[src/rtl/admo_mem_arb.sv]
// admo_mem_arb: round-robin IF/LSU arbiter issuing one single-beat AXI4 transaction at a time
// Ports: clk; rst (async active-low); if_req/if_addr/if_gnt/if_rvalid/if_rdata fetch port;
//  lsu_req/lsu_we/lsu_addr/lsu_wdata/lsu_be/lsu_gnt/lsu_rvalid/lsu_rdata load/store port;
//  m_axi_* full AXI4 master. Define ADMO_MEM_ARB_RESP_ERR_EN to add if_err/lsu_err,
//  flagging SLVERR/DECERR responses alongside the rvalid pulse.
module admo_mem_arb #(
  parameter int DATA_WIDTH     = 32,
  parameter int ADDR_WIDTH     = 16,
  parameter int AXI_STRB_WIDTH = DATA_WIDTH/8,
  parameter int AXI_ID_WIDTH   = 8
) (
  input  logic                      clk,
  input  logic                      rst,
  input  logic                      if_req,
  input  logic [ADDR_WIDTH-1:0]     if_addr,
  output logic                      if_gnt,
  output logic                      if_rvalid,
  output logic [DATA_WIDTH-1:0]     if_rdata,
  input  logic                      lsu_req,
  input  logic                      lsu_we,
  input  logic [ADDR_WIDTH-1:0]     lsu_addr,
  input  logic [DATA_WIDTH-1:0]     lsu_wdata,
  input  logic [AXI_STRB_WIDTH-1:0] lsu_be,
  output logic                      lsu_gnt,
  output logic                      lsu_rvalid,
  output logic [DATA_WIDTH-1:0]     lsu_rdata,
`ifdef ADMO_MEM_ARB_RESP_ERR_EN
  output logic                      if_err,
  output logic                      lsu_err,
`endif
  output logic [AXI_ID_WIDTH-1:0]   m_axi_awid,
  output logic [ADDR_WIDTH-1:0]     m_axi_awaddr,
  output logic [7:0]                m_axi_awlen,
  output logic [2:0]                m_axi_awsize,
  output logic [1:0]                m_axi_awburst,
  output logic                      m_axi_awlock,
  output logic [3:0]                m_axi_awcache,
  output logic [2:0]                m_axi_awprot,
  output logic                      m_axi_awvalid,
  input  logic                      m_axi_awready,
  output logic [DATA_WIDTH-1:0]     m_axi_wdata,
  output logic [AXI_STRB_WIDTH-1:0] m_axi_wstrb,
  output logic                      m_axi_wlast,
  output logic                      m_axi_wvalid,
  input  logic                      m_axi_wready,
  input  logic [AXI_ID_WIDTH-1:0]   m_axi_bid,
  input  logic [1:0]                m_axi_bresp,
  input  logic                      m_axi_bvalid,
  output logic                      m_axi_bready,
  output logic [AXI_ID_WIDTH-1:0]   m_axi_arid,
  output logic [ADDR_WIDTH-1:0]     m_axi_araddr,
  output logic [7:0]                m_axi_arlen,
  output logic [2:0]                m_axi_arsize,
  output logic [1:0]                m_axi_arburst,
  output logic                      m_axi_arlock,
  output logic [3:0]                m_axi_arcache,
  output logic [2:0]                m_axi_arprot,
  output logic                      m_axi_arvalid,
  input  logic                      m_axi_arready,
  input  logic [AXI_ID_WIDTH-1:0]   m_axi_rid,
  input  logic [DATA_WIDTH-1:0]     m_axi_rdata,
  input  logic [1:0]                m_axi_rresp,
  input  logic                      m_axi_rlast,
  input  logic                      m_axi_rvalid,
  output logic                      m_axi_rready
);
  localparam logic [ADDR_WIDTH-1:0] AMASK = ~ADDR_WIDTH'(AXI_STRB_WIDTH-1);
  typedef enum logic [2:0] {IDLE, AR, R, WR, B} state_t;
  state_t state;
  logic owner, ptr, win, aw_left, w_left, unused;
  logic [ADDR_WIDTH-1:0] addr;
  logic [DATA_WIDTH-1:0] wdata;
  logic [AXI_STRB_WIDTH-1:0] be;
  // ptr=1 means LSU has priority on a tie (IF was served last)
  assign win     = lsu_req & (~if_req | ptr);
  assign aw_left = m_axi_awvalid & ~m_axi_awready;
  assign w_left  = m_axi_wvalid & ~m_axi_wready;
  assign unused  = ^{m_axi_bid, m_axi_rid, m_axi_rlast, m_axi_rresp, m_axi_bresp};
  assign m_axi_awid    = AXI_ID_WIDTH'(1);
  assign m_axi_arid    = AXI_ID_WIDTH'(owner);
  assign m_axi_awaddr  = addr;
  assign m_axi_araddr  = addr;
  assign m_axi_awlen   = '0;
  assign m_axi_arlen   = '0;
  assign m_axi_awsize  = 3'($clog2(AXI_STRB_WIDTH));
  assign m_axi_arsize  = 3'($clog2(AXI_STRB_WIDTH));
  assign m_axi_awburst = 2'b01;
  assign m_axi_arburst = 2'b01;
  assign m_axi_awlock  = 1'b0;
  assign m_axi_arlock  = 1'b0;
  assign m_axi_awcache = 4'b0011;
  assign m_axi_arcache = 4'b0011;
  assign m_axi_awprot  = 3'b000;
  assign m_axi_arprot  = owner ? 3'b000 : 3'b100;
  assign m_axi_wdata   = wdata;
  assign m_axi_wstrb   = be;
  assign m_axi_wlast   = 1'b1;
  always_ff @(posedge clk or negedge rst) begin
    if (!rst) begin
      state         <= IDLE;
      owner         <= 1'b0;
      ptr           <= 1'b0;
      addr          <= '0;
      wdata         <= '0;
      be            <= '0;
      m_axi_arvalid <= 1'b0;
      m_axi_awvalid <= 1'b0;
      m_axi_wvalid  <= 1'b0;
      m_axi_rready  <= 1'b0;
      m_axi_bready  <= 1'b0;
      if_gnt        <= 1'b0;
      lsu_gnt       <= 1'b0;
      if_rvalid     <= 1'b0;
      lsu_rvalid    <= 1'b0;
      if_rdata      <= '0;
      lsu_rdata     <= '0;
`ifdef ADMO_MEM_ARB_RESP_ERR_EN
      if_err        <= 1'b0;
      lsu_err       <= 1'b0;
`endif
    end else begin
      if_gnt     <= 1'b0;
      lsu_gnt    <= 1'b0;
      if_rvalid  <= 1'b0;
      lsu_rvalid <= 1'b0;
      case (state)
        IDLE: if (if_req | lsu_req) begin
          owner   <= win;
          ptr     <= ~win;
          addr    <= (win ? lsu_addr : if_addr) & AMASK;
          wdata   <= lsu_wdata;
          be      <= lsu_be;
          if_gnt  <= ~win;
          lsu_gnt <= win;
          if (win & lsu_we) begin
            state         <= WR;
            m_axi_awvalid <= 1'b1;
            m_axi_wvalid  <= 1'b1;
          end else begin
            state         <= AR;
            m_axi_arvalid <= 1'b1;
          end
        end
        AR: if (m_axi_arready) begin
          m_axi_arvalid <= 1'b0;
          m_axi_rready  <= 1'b1;
          state         <= R;
        end
        R: if (m_axi_rvalid) begin
          m_axi_rready <= 1'b0;
          if_rvalid    <= ~owner;
          lsu_rvalid   <= owner;
          if (owner) lsu_rdata <= m_axi_rdata;
          else if_rdata <= m_axi_rdata;
`ifdef ADMO_MEM_ARB_RESP_ERR_EN
          if (owner) lsu_err <= m_axi_rresp[1];
          else if_err <= m_axi_rresp[1];
`endif
          state        <= IDLE;
        end
        WR: begin
          // address and data channels retire independently
          m_axi_awvalid <= aw_left;
          m_axi_wvalid  <= w_left;
          if (!aw_left && !w_left) begin
            m_axi_bready <= 1'b1;
            state        <= B;
          end
        end
        B: if (m_axi_bvalid) begin
          m_axi_bready <= 1'b0;
          lsu_rvalid   <= 1'b1;
          lsu_rdata    <= '0;
`ifdef ADMO_MEM_ARB_RESP_ERR_EN
          lsu_err      <= m_axi_bresp[1];
`endif
          state        <= IDLE;
        end
        default: state <= IDLE;
      endcase
    end
  end
endmodule

[config.mk]
export PLATFORM = sky130hd
export DESIGN_NAME = admo_mem_arb
export DESIGN_NICKNAME = d
export VERILOG_FILES = /design/src/rtl/admo_mem_arb.sv
export SDC_FILE = /design/constraint.sdc
export NUM_CORES = 1
export LEC_CHECK = 0
export CAP_MARGIN = 15
export CORE_MARGIN = 8
export CORE_UTILIZATION = 38
export DETAILED_ROUTE_END_ITERATION = 12
export PLACE_DENSITY = 0.89
export SYNTH_ARGS = -nofsm -noshare
export SYNTH_HDL_FRONTEND = slang
export SYNTH_SLANG_ARGS = --single-unit
[constraint.sdc]
create_clock -name clk -period 2.2 [get_ports clk]
set_input_delay 0.44 -clock clk [delete_from_list [all_inputs] [get_ports clk]]
set_output_delay 0.44 -clock clk [all_outputs]
set_load 0.05 [all_outputs]
== Yosys cells after proc, flatten, opt, wreduce, memory -nomap -nowiden ==
Index checks and enable logic that the tools add are counted.

* Flip-flop bits (word level): 128
* Output and inout bits: 200
* Input port bits: 131
* Word-level logic and storage cells: 93

* Equality and inequality tests: 12
* Bitwise gates (word level): 11
* Muxes and demuxes: 36
* Reductions and logical operators: 17

{| class="wikitable"
|+ Operators with widths
! operator !! number
|-
| 2-to-1 mux 32 bit || 3
|-
| case mux 32 bit (2 select lines) || 1
|-
| 2-to-1 mux 3 bit || 6
|-
| 2-to-1 mux 1 bit || 17
|-
| 2-to-1 mux 16 bit || 1
|-
| != test 2 bit, second input constant || 8
|-
| case mux 3 bit (5 select lines) || 1
|-
| case mux 1 bit (2 select lines) || 6
|-
| AND reduction 3 bit || 4
|-
| nonzero test 2 bit || 5
|-
| AND reduction 4 bit || 2
|-
| == test 3 x 2 -> 1 bit, second input constant || 2
|-
| inverter 1 bit || 5
|-
| AND reduction 5 bit || 1
|-
| AND 1 bit || 4
|-
| == test 3 x 1 -> 1 bit, second input constant || 1
|-
| == test 3 bit, second input constant || 1
|-
| zero test 3 bit || 1
|-
| zero test 1 bit || 2
|-
| 2-to-1 mux 2 bit || 1
|-
| OR 1 bit || 2
|-
| AND reduction 2 bit || 1
|-
| logical AND 1 bit || 1
|}

== Logic depth before layout (Yosys ltp) ==
Gate-level depths: netlist of the first run.

* Word-level depth: 7
* Gate-level depth with buffers: 7
* Mapped depth without buffers: 4

== Worst setup path after synthesis of the first run ==
Ideal clock, no wire load.

* Path kind: register to register
* From: register state[1]
* To: register if_rdata[0]
* Buffers on the path: 3
* Clock period less this slack: 1653 ps
* Required time: 2075 ps
* Library setup time: 125 ps
* Data arrival time: 1528 ps
* Cell stages (with the launch flop): 8
* Slack: 547 ps
* Cell sequence: dfrtp_1 > buf_6 > nor2b_4 > nand2_1 > or3_1 > buf_6 > buf_12 > mux2_4

* Word-level cells in the longest chain between the ends: 2

{| class="wikitable"
|+ RTL lines
! element !! line !! source
|-
| start, declared || 69 || <nowiki>state_t state;</nowiki>
|-
| start signal, assigned || 100 || <nowiki>state <= IDLE;</nowiki>
|-
| start signal, assigned || 136 || <nowiki>state <= WR;</nowiki>
|-
| start signal, assigned || 140 || <nowiki>state <= AR;</nowiki>
|-
| == test 3 x 2 -> 1 bit || 126 || <nowiki>case (state)</nowiki>
|-
| AND reduction 3 bit (no line) || n/a ||
|-
| end signal, assigned || 154 || <nowiki>else if_rdata <= m_axi_rdata;</nowiki>
|-
| end, declared || 18 || <nowiki>output logic [DATA_WIDTH-1:0] if_rdata,</nowiki>
|}

No other way between the ends.
A chain may end at the register's enable or synchronous reset.

== Worst setup path after layout of the first run ==
* From: register addr[5] (netlist: m_axi_araddr[5])
* To: output m_axi_araddr[5]

{| class="wikitable"
|+ RTL lines
! element !! line !! source
|-
| start, declared || 71 || <nowiki>logic [ADDR_WIDTH-1:0] addr;</nowiki>
|-
| start signal, assigned || 130 || <nowiki>addr <= (win ? lsu_addr : if_addr) & AMASK;</nowiki>
|-
| end, declared || 51 || <nowiki>output logic [ADDR_WIDTH-1:0] m_axi_araddr,</nowiki>
|}

No word-level cell between the ends.

==> metrics.log, run 1 <==
INFO  metric result_of_the_run = complete, no violations
INFO  metric layout_setup_ws = a little over 0.08 ns
INFO  metric crit_path_max_incr_delay = roughly 0.85 ns
INFO  metric design.die.area = 19500 µm²
INFO  metric setup-tns-final = 0 ns
INFO  metric ys_seq_area_share = between 50% and 60%
INFO  metric synth_top_family_by_area = simple AND/OR/NAND/NOR gates
INFO  metric path_class = reg2out
INFO  metric critical_path_buf_inv_count = 1
INFO  metric grt_setup_unrepaired = no
INFO  metric cellInternalPower = approximately 0.0086 W
INFO  metric critical_path.endpoint_type = output port
INFO  metric timing.final.crit_share = 96.3%
INFO  metric die_y = between 100 and 150 µm
INFO  metric total_leakage_power = around 4.2 nW
INFO  metric drtIter0Drc = roughly 160
INFO  metric clock_power_share = approximately 18%
INFO  metric clk_pin_slew = roughly 0.06 ns
INFO  metric grt_start_max_net_pins = 66
INFO  metric timing.critical_path.arrival = about 1.7 ns
INFO  metric synth.mux.area_fraction = between 8 and 9%
INFO  metric grt_pass1_vias = 4983
INFO  metric yosys_most_used_dff = dfrtp_1
INFO  metric dp.final_hpwl = 13000 µm
INFO  metric synthesis.instances = about 580
INFO  metric edff_count_synth = 0
INFO  metric port-buffer-count = 244
INFO  metric setup-violations-final = 0
INFO  metric crit_path_top_delay_cell = clkdlybuf4s50_1
INFO  metric synthArstFlopShare = 100%
INFO  metric post_synth_main_area_contributors = dfrtp_1 55%, nand2_1 13%, buf_4 9.8%, mux2_4 7.5%, o21ai_0 2.8%
INFO  metric placement.setup.worst_slack = 0.0273 ns
INFO  metric synth-warning-count = 0
INFO  metric cts_max_path_buffers = 2
INFO  metric critical-path-top-delay-family = buffers and inverters
INFO  metric stdcell_count = 1008
INFO  metric detailed_route_wire_length = between 15000 and 20000 µm
INFO  metric cts.sink_count = 128
INFO  metric detail_route.first_pass.iterations = 4
INFO  metric report.final.hold_viol_count = 0
INFO  metric first_pass_grt_wire_length = 27200 µm
INFO  metric syn_avg_cell_area = around 10 µm²
INFO  metric ios = 331
INFO  metric drcViolationCount = 0
INFO  metric finalWorstPathRequiredPeriod = 2.12 ns
INFO  metric share_seq_of_total_power = between 20% and 30%
INFO  metric antenna_cells_inserted = 0
INFO  metric avgRoutedWirePerCell = around 17 µm
INFO  metric max-slew-margin-rel = between 50% and 60%
INFO  metric cp.required = approximately 1.8 ns
INFO  metric sw_frac_of_total = just under 50%
INFO  metric cts_made_buffers = 17
INFO  metric floorplan.initialDensity = 38.5%
INFO  metric gp_routability_congestion = around 0.77
INFO  metric numPlacedInstances = about 980
INFO  metric detail-route-antenna-nets = 0
INFO  metric critical_path_cell_sequence = clkdlybuf4s50_1
INFO  metric kind_of_start_point_of_the_critical_path = register
INFO  metric syn_area = ~5800 µm²
INFO  metric finalPower = between 0.015 and 0.02 W
INFO  metric power_per_cell_area = 1940 nW/µm²
INFO  metric yosys.cell_types.count = 37
INFO  metric final_core_util = between 50% and 60%
INFO  metric maxCapViolations = 0
INFO  metric path_max_fanout = 3
INFO  metric htree_levels = 4
INFO  metric min_path_type = in2async
INFO  metric placementRows = between 40 and 50
INFO  metric comb_power_share = 57.5%
INFO  metric post_route_cells_drive_above_1_share = about a tenth
INFO  metric ir_drop = just under 1000 µV
INFO  metric grt_antenna_before_repair = 0
INFO  metric horizontal_die_dimension = around 140 µm
INFO  metric core_region_area = 15100 µm²
INFO  metric clock.fmax = 472 MHz
INFO  metric leading_area_contributor_after_synthesis = dfrtp_1
INFO  metric post_drt_via_cell_ratio = 4.59
INFO  metric synth_xor_xnor_area_share = 0%
INFO  metric clock_skew = about 0.007 ns
INFO  metric vias = between 4000 and 5000
INFO  metric worstSkewPairLatency = roughly 0.41 ns
INFO  metric post_synthesis_share_of_cell_area_spent_on_full_adders_half_adders_and_majority_gates = 0%
INFO  metric synth_compound_area_share = 5.08%
INFO  metric postSynthRegisterBits = around 130
INFO  metric timing_worst_slew_pin_value = roughly 0.65 ns
INFO  metric synth_top_area_share = a little under three fifths
INFO  metric synth_simple_gate_area_share = 17.4%
INFO  metric groute.usage.overall = around 18%
INFO  metric drv_slew = 0
INFO  metric grt_remaining_overflow = 0
INFO  metric clockRootBuffer = clkbuf_16
INFO  metric areaGrowthSynthToFinish = 50.2%
INFO  metric cts_tree = yes
INFO  metric net-switching-power = 0.00837 W
INFO  metric number_of_nets_in_the_layout = approximately 940
## metrics by stage
step	hold slack, ns	cell area, µm²
2_1_floorplan	0.144	6040
3_3_place_gp	0.305	8100
3_5_place_dp	0.303	8100
4_1_cts	0.404	8740
5_1_grt	0.428	8740
6_report	0.420	8740
## synth_stat cells, types with 2 or more instances
master     instances
a21o_1             2
a21oi_1            7
a2bb2oi_1          2
buf_12             3
buf_2             11
buf_4             76
buf_6              2
clkbuf_1          15
conb_1             2
dfrtp_1          128
inv_1             10
mux2_2             3
mux2_4            29
mux2i_1            3
nand2_1          203
nand3_1           27
nor2_1             5
nor3_1             2
o21ai_0           33
o21ai_1            2
## area by class of cell
type | count | area (µm²)
timing repair buffer | 254 | 2590
multi-input combinational | 396 | 2050
clock inverter | 15 | 200
inverter | 10 | 37.5
sequential | 128 | 3200
tap | 188 | 235
fill | 1255 | 6350
clock buffer | 17 | 425
## routing by layer
layer | up-vias | track usage (%) | wire (µm)
li1 | 2186 | - | -
met1 | 2210 | 19.0 | 6780
met2 | 213 | 30.4 | 8620
met3 | 16 | 7.66 | 1530
met4 | 0 | 5.60 | 178
met5 | - | 0 | 0
## cells by family (layout without fill, tap and decap cells)
family / after synthesis / in the layout
AOI/OAI and AO/OA: 52 / 52
muxes: 35 / 35
and+or+nand+nor: 248 / 248
DFF: 128 / 128
other: 2 / 61
buffers and inverters: 117 / 296
## worst register-to-register path: cells and delay by family (launching register included)
kind                   cells  cell delay, ns
buffers and inverters      1            0.21
DFF                        1            0.47
muxes                      1            0.36
and+or+nand+nor            3            0.75
## registers in the layout, summed over array words and instances (netlist names)
signal and flops:
if_rdata 32, lsu_rdata 32, m_axi_wdata 32, m_axi_araddr 14, m_axi_wstrb 4, state 3, if_gnt 1, if_rvalid 1
lsu_gnt 1, lsu_rvalid 1, m_axi_arvalid 1, m_axi_awvalid 1, m_axi_bready 1, m_axi_rready 1, m_axi_wvalid 1, owner 1
ptr 1
## cell usage in the layout (no fill, tap or decap), types with 4 or more instances in the layout
cell type,count
clkdlybuf4s50_1,240
buf_4,6
conb_1,61
o21ai_0,33
buf_12,6
nand3_1,27
a21oi_1,7
inv_1,10
mux2_4,29
nand2_1,203
dfrtp_1,128
inv_6,4
clkbuf_16,17
nor2_1,5
## power by group through the flow
stage / clock network, W / logic, W / registers (W)
finish: 0.00297 / 0.00974 / 0.00423
global route: 0.00313 / 0.0103 / 0.00437
CTS: 0.00304 / 0.00986 / 0.00424
detailed placement: 0 / 0.00985 / 0.00425
global placement: 0 / 0.00968 / 0.00418
floorplan: 0 / 0.00312 / 0.00778
## worst paths after layout
path	startpoint	end	slack (ns)	depth (start not counted)
worst min-delay path	rst	if_rdata[5]	0.42	2
worst max register to register	state[1]	if_rdata[19]	0.29	5
min in group clk	m_axi_wdata[9]	m_axi_wdata[9]	0.47	2
max in group asynchronous	rst	m_axi_wstrb[0]	1.17	3
worst max-delay path	m_axi_araddr[5]	m_axi_araddr[5]	0.08	1
worst min register to register	m_axi_wdata[9]	m_axi_wdata[9]	0.47	2
## repair_timing
item | CTS | global route
setup endpoints to repair | 1 | 0
endpoints found under the hold margin | 11 | 0
hold buffers | 1 | 0
buffers inserted | 0 | 0
resized for setup | 1 | 0
(Power assumes the default switching activity.)
==> run 2, diff against run 1 <==
--- a/config.mk
+++ b/config.mk
@@ -8,6 +8,7 @@
 export CAP_MARGIN = 15
 export CORE_MARGIN = 8
 export CORE_UTILIZATION = 38
+export CTS_CLUSTER_SIZE = 40
 export DETAILED_ROUTE_END_ITERATION = 12
 export PLACE_DENSITY = 0.89
 export SYNTH_ARGS = -nofsm -noshare
==> results of run 2 <==
No change in the layout: final DEF, timing and power equal those of run 1.
==> run 3, diff against run 2 <==
--- a/config.mk
+++ b/config.mk
@@ -7,10 +7,11 @@
 export LEC_CHECK = 0
 export CAP_MARGIN = 15
 export CORE_MARGIN = 8
-export CORE_UTILIZATION = 38
+export CORE_UTILIZATION = 39
 export CTS_CLUSTER_SIZE = 40
 export DETAILED_ROUTE_END_ITERATION = 12
-export PLACE_DENSITY = 0.89
+export PLACE_DENSITY = 0.91
+export SLEW_MARGIN = 15
 export SYNTH_ARGS = -nofsm -noshare
 export SYNTH_HDL_FRONTEND = slang
 export SYNTH_SLANG_ARGS = --single-unit
==> metrics.log, run 3 (synthesized netlist as in run 1, its figures left out) <==
INFO  metric result_of_the_run = complete, no violations (unchanged)
INFO  metric share_seq_of_total_power = 25.2% (was 25.0%)
INFO  metric mostFrequentLayoutCells = 239 x clkdlybuf4s50_1, 203 x nand2_1, 128 x dfrtp_1, 61 x conb_1, 33 x o21ai_0 (was 240 x clkdlybuf4s50_1, 203 x nand2_1, 128 x dfrtp_1, 61 x conb_1, 33 x o21ai_0)
INFO  metric cts_made_buffers = 17 (unchanged)
INFO  metric regToRegEndpoint = if_rdata[15] (was if_rdata[19])
INFO  metric timing_worst_slew_pin_value = 0.653 ns (was 0.649 ns)
INFO  metric detail_route.first_pass.iterations = 5 (was 4)
INFO  metric clk_pin_slew = 0.06 ns (about the same)
INFO  metric post_drt_via_cell_ratio = 4.66 (was 4.59)
INFO  metric htree_levels = 4 (unchanged)
INFO  metric detailed_route_wire_length = 17500 µm (was 17100 µm)
INFO  metric sw_frac_of_total = 49.6% (was 49.4%)
INFO  metric cp-startpoint = m_axi_araddr[11] (was m_axi_araddr[5])
INFO  metric rrSetupSlack = 0.30 ns (was 0.29 ns)
INFO  metric crit_path_max_incr_delay = 0.85 ns (about the same)
INFO  metric horizontal_die_dimension = 138 µm (was 140 µm)
INFO  metric drv_slew = 0 (unchanged)
INFO  metric cts.hold.buffers_added = 0 (was 1)
INFO  metric timing.hold.ws = 0.0257 ns (was 0.420 ns)
INFO  metric grt_antenna_before_repair = 0 (unchanged)
INFO  metric groute.usage.overall = 18.5% (was 17.6%)
INFO  metric clock.fmax = 472 MHz (about the same)
INFO  metric crit_path_top_delay_cell = clkdlybuf4s50_1 (unchanged)
INFO  metric met1_routed_length = 7250 µm (was 6780 µm)
INFO  metric min_path_type = in2async (unchanged)
INFO  metric maxCapViolations = 0 (unchanged)
INFO  metric port-buffer-count = 244 (unchanged)
INFO  metric post_route_cells_drive_above_1_share = 10.1% (about the same)
INFO  metric setup-tns-final = 0 ns (unchanged)
INFO  metric number_of_nets_in_the_layout = 937 (was 938)
INFO  metric drtIter0Drc = 223 (was 157)
INFO  metric report.final.hold_viol_count = 0 (unchanged)
INFO  metric ctsResizeCount = 2 (was 1)
INFO  metric routed.top_layer = met4 (unchanged)
INFO  metric clock_power_share = 17.1% (was 17.5%)
INFO  metric placementRows = 44 (was 45)
INFO  metric final_core_util = 59.9% (was 57.9%)
INFO  metric detail-route-antenna-nets = 0 (unchanged)
INFO  metric critical_path_buf_inv_count = 1 (unchanged)
INFO  metric ir_drop = 1050 µV (was 962 µV)
INFO  metric cts_max_path_buffers = 2 (unchanged)
INFO  metric core_region_area = 14500 µm² (was 15100 µm²)
INFO  metric areaGrowthSynthToFinish = 49.6% (was 50.2%)
INFO  metric layout.filler_cells = 1180 (was 1255)
INFO  metric worstSkewPairLatency = 0.41 ns (about the same)
INFO  metric grt_start_max_net_pins = 71 (was 66)
INFO  metric clockRootBuffer = clkbuf_16 (unchanged)
INFO  metric cp.required = 1.76 ns (about the same)
INFO  metric timing.critical_path.arrival = 1.68 ns (about the same)
INFO  metric kind_of_start_point_of_the_critical_path = register (unchanged)
INFO  metric detailroute.wirelength.met2 = 8590 µm (was 8620 µm)
INFO  metric met3_wirelength = 1510 µm (was 1530 µm)
INFO  metric die_y = 138 µm (was 140 µm)
INFO  metric cts.sink_count = 128 (unchanged)
INFO  metric layout_commonest_cell = clkdlybuf4s50_1 (unchanged)
INFO  metric cellInternalPower = 0.00853 W (was 0.00856 W)
INFO  metric cts_tree = yes (unchanged)
INFO  metric grt_remaining_overflow = 0 (unchanged)
INFO  metric critical-path-top-delay-family = buffers and inverters (unchanged)
INFO  metric gp_routability_congestion = 0.779 (was 0.766)
INFO  metric stdcell_count = 1003 (was 1008)
INFO  metric design.die.area = 19100 µm² (was 19500 µm²)
INFO  metric drcViolationCount = 0 (unchanged)
INFO  metric max-slew-margin-rel = 56.5% (was 56.8%)
INFO  metric grt_setup_unrepaired = no (unchanged)
INFO  metric worst_r2r_path_depth = 5 (unchanged)
INFO  metric timing.final.crit_share = 96.2% (was 96.3%)
INFO  metric critical_path.endpoint_type = output port (unchanged)
INFO  metric comb_power_share = 57.6% (was 57.5%)
INFO  metric avgRoutedWirePerCell = 17.4 µm (was 17.0 µm)
INFO  metric path_class = reg2out (unchanged)
INFO  metric r2r-start = state[1] (unchanged)
INFO  metric ios = 331 (unchanged)
INFO  metric critical_path_cell_sequence = clkdlybuf4s50_1 (unchanged)
INFO  metric setup-violations-final = 0 (unchanged)
INFO  metric dp.final_hpwl = 13100 µm (was 13000 µm)
INFO  metric net-switching-power = 0.00840 W (was 0.00837 W)
INFO  metric total_leakage_power = 4.22 nW (was 4.24 nW)
INFO  metric path_max_fanout = 3 (unchanged)
INFO  metric floorplan.initialDensity = 40.0% (was 38.5%)
INFO  metric finalWorstPathRequiredPeriod = 2.12 ns (about the same)
INFO  metric vias = 4670 (was 4625)
INFO  metric first_pass_grt_wire_length = 28400 µm (was 27200 µm)
INFO  metric numPlacedInstances = 971 (was 975)
INFO  metric grt_pass1_vias = 5048 (was 4983)
INFO  metric power_per_cell_area = 1950 nW/µm² (was 1940 nW/µm²)
INFO  metric postCtsSetupBuffers = 0 (unchanged)
INFO  metric antenna_cells_inserted = 0 (unchanged)
INFO  metric clock_skew = 0.00874 ns (was 0.00693 ns)
==> run 3: changes by cell type in the layout (fill, tap and decap cells not counted) <==
cell,previous run,this run
clkinv_2,0,3
clkinv_4,3,1
inv_8,3,1
clkdlybuf4s50_1,240,239
clkinvlp_4,2,3
dlygate4sd2_1,1,2
dlygate4sd3_1,1,0
==> run 3: how the worst max path moves through the flow <==
stage / endpoint / cells past startpoint
2_1_floorplan: if_rdata[0] / 7
3_3_place_gp: if_rdata[19] / 5
3_5_place_dp: if_rdata[27] / 5
4_1_cts: m_axi_araddr[11] / 1
5_1_grt: m_axi_awaddr[5] / 1
6_report: m_axi_araddr[11] / 1
==> run 3: power groups by stage <==
stage	registers [W]	logic (W)	clock network (W)
5_1_grt	0.00442	0.0103	0.00307
2_1_floorplan	0.00778	0.00312	0
3_5_place_dp	0.00428	0.00983	0
4_1_cts	0.00428	0.00984	0.00296
3_3_place_gp	0.00421	0.00965	0
6_report	0.00427	0.00975	0.00290
==> run 3: per-stage QoR <==
| stage | power (W) | instance area, µm² | setup WS, ns |
|---|---|---|---|
| floorplan | 0.0109 | 6040 | 0.547 |
| global placement | 0.0139 | 8100 | 0.0872 |
| detailed placement | 0.0141 | 8100 | 0.0615 |
| CTS | 0.0171 | 8700 | 0.0363 |
| global route | 0.0178 | 8700 | 0.0282 |
| finish | 0.0169 | 8700 | 0.0826 |
==> run 3: cell type report <==
| cell class | count | area (µm²) | share of cell area [%] |
|---|---|---|---|
| clock buffers | 17 | 425 | 4.89 |
| well taps | 184 | 230 | 2.65 |
| clock inverters | 15 | 183 | 2.10 |
| flip-flops and latches | 128 | 3200 | 36.8 |
| inverters | 10 | 37.5 | 0.431 |
| multi-input cells | 396 | 2050 | 23.5 |
| repair buffers | 253 | 2570 | 29.6 |
==> run 3: layer usage <==
layer  global-route usage [%]  up-vias
met3                     8.22        9
met4                     5.38        0
met5                        0        -
li1                         -     2182
met1                     21.7     2248
met2                     30.0      231
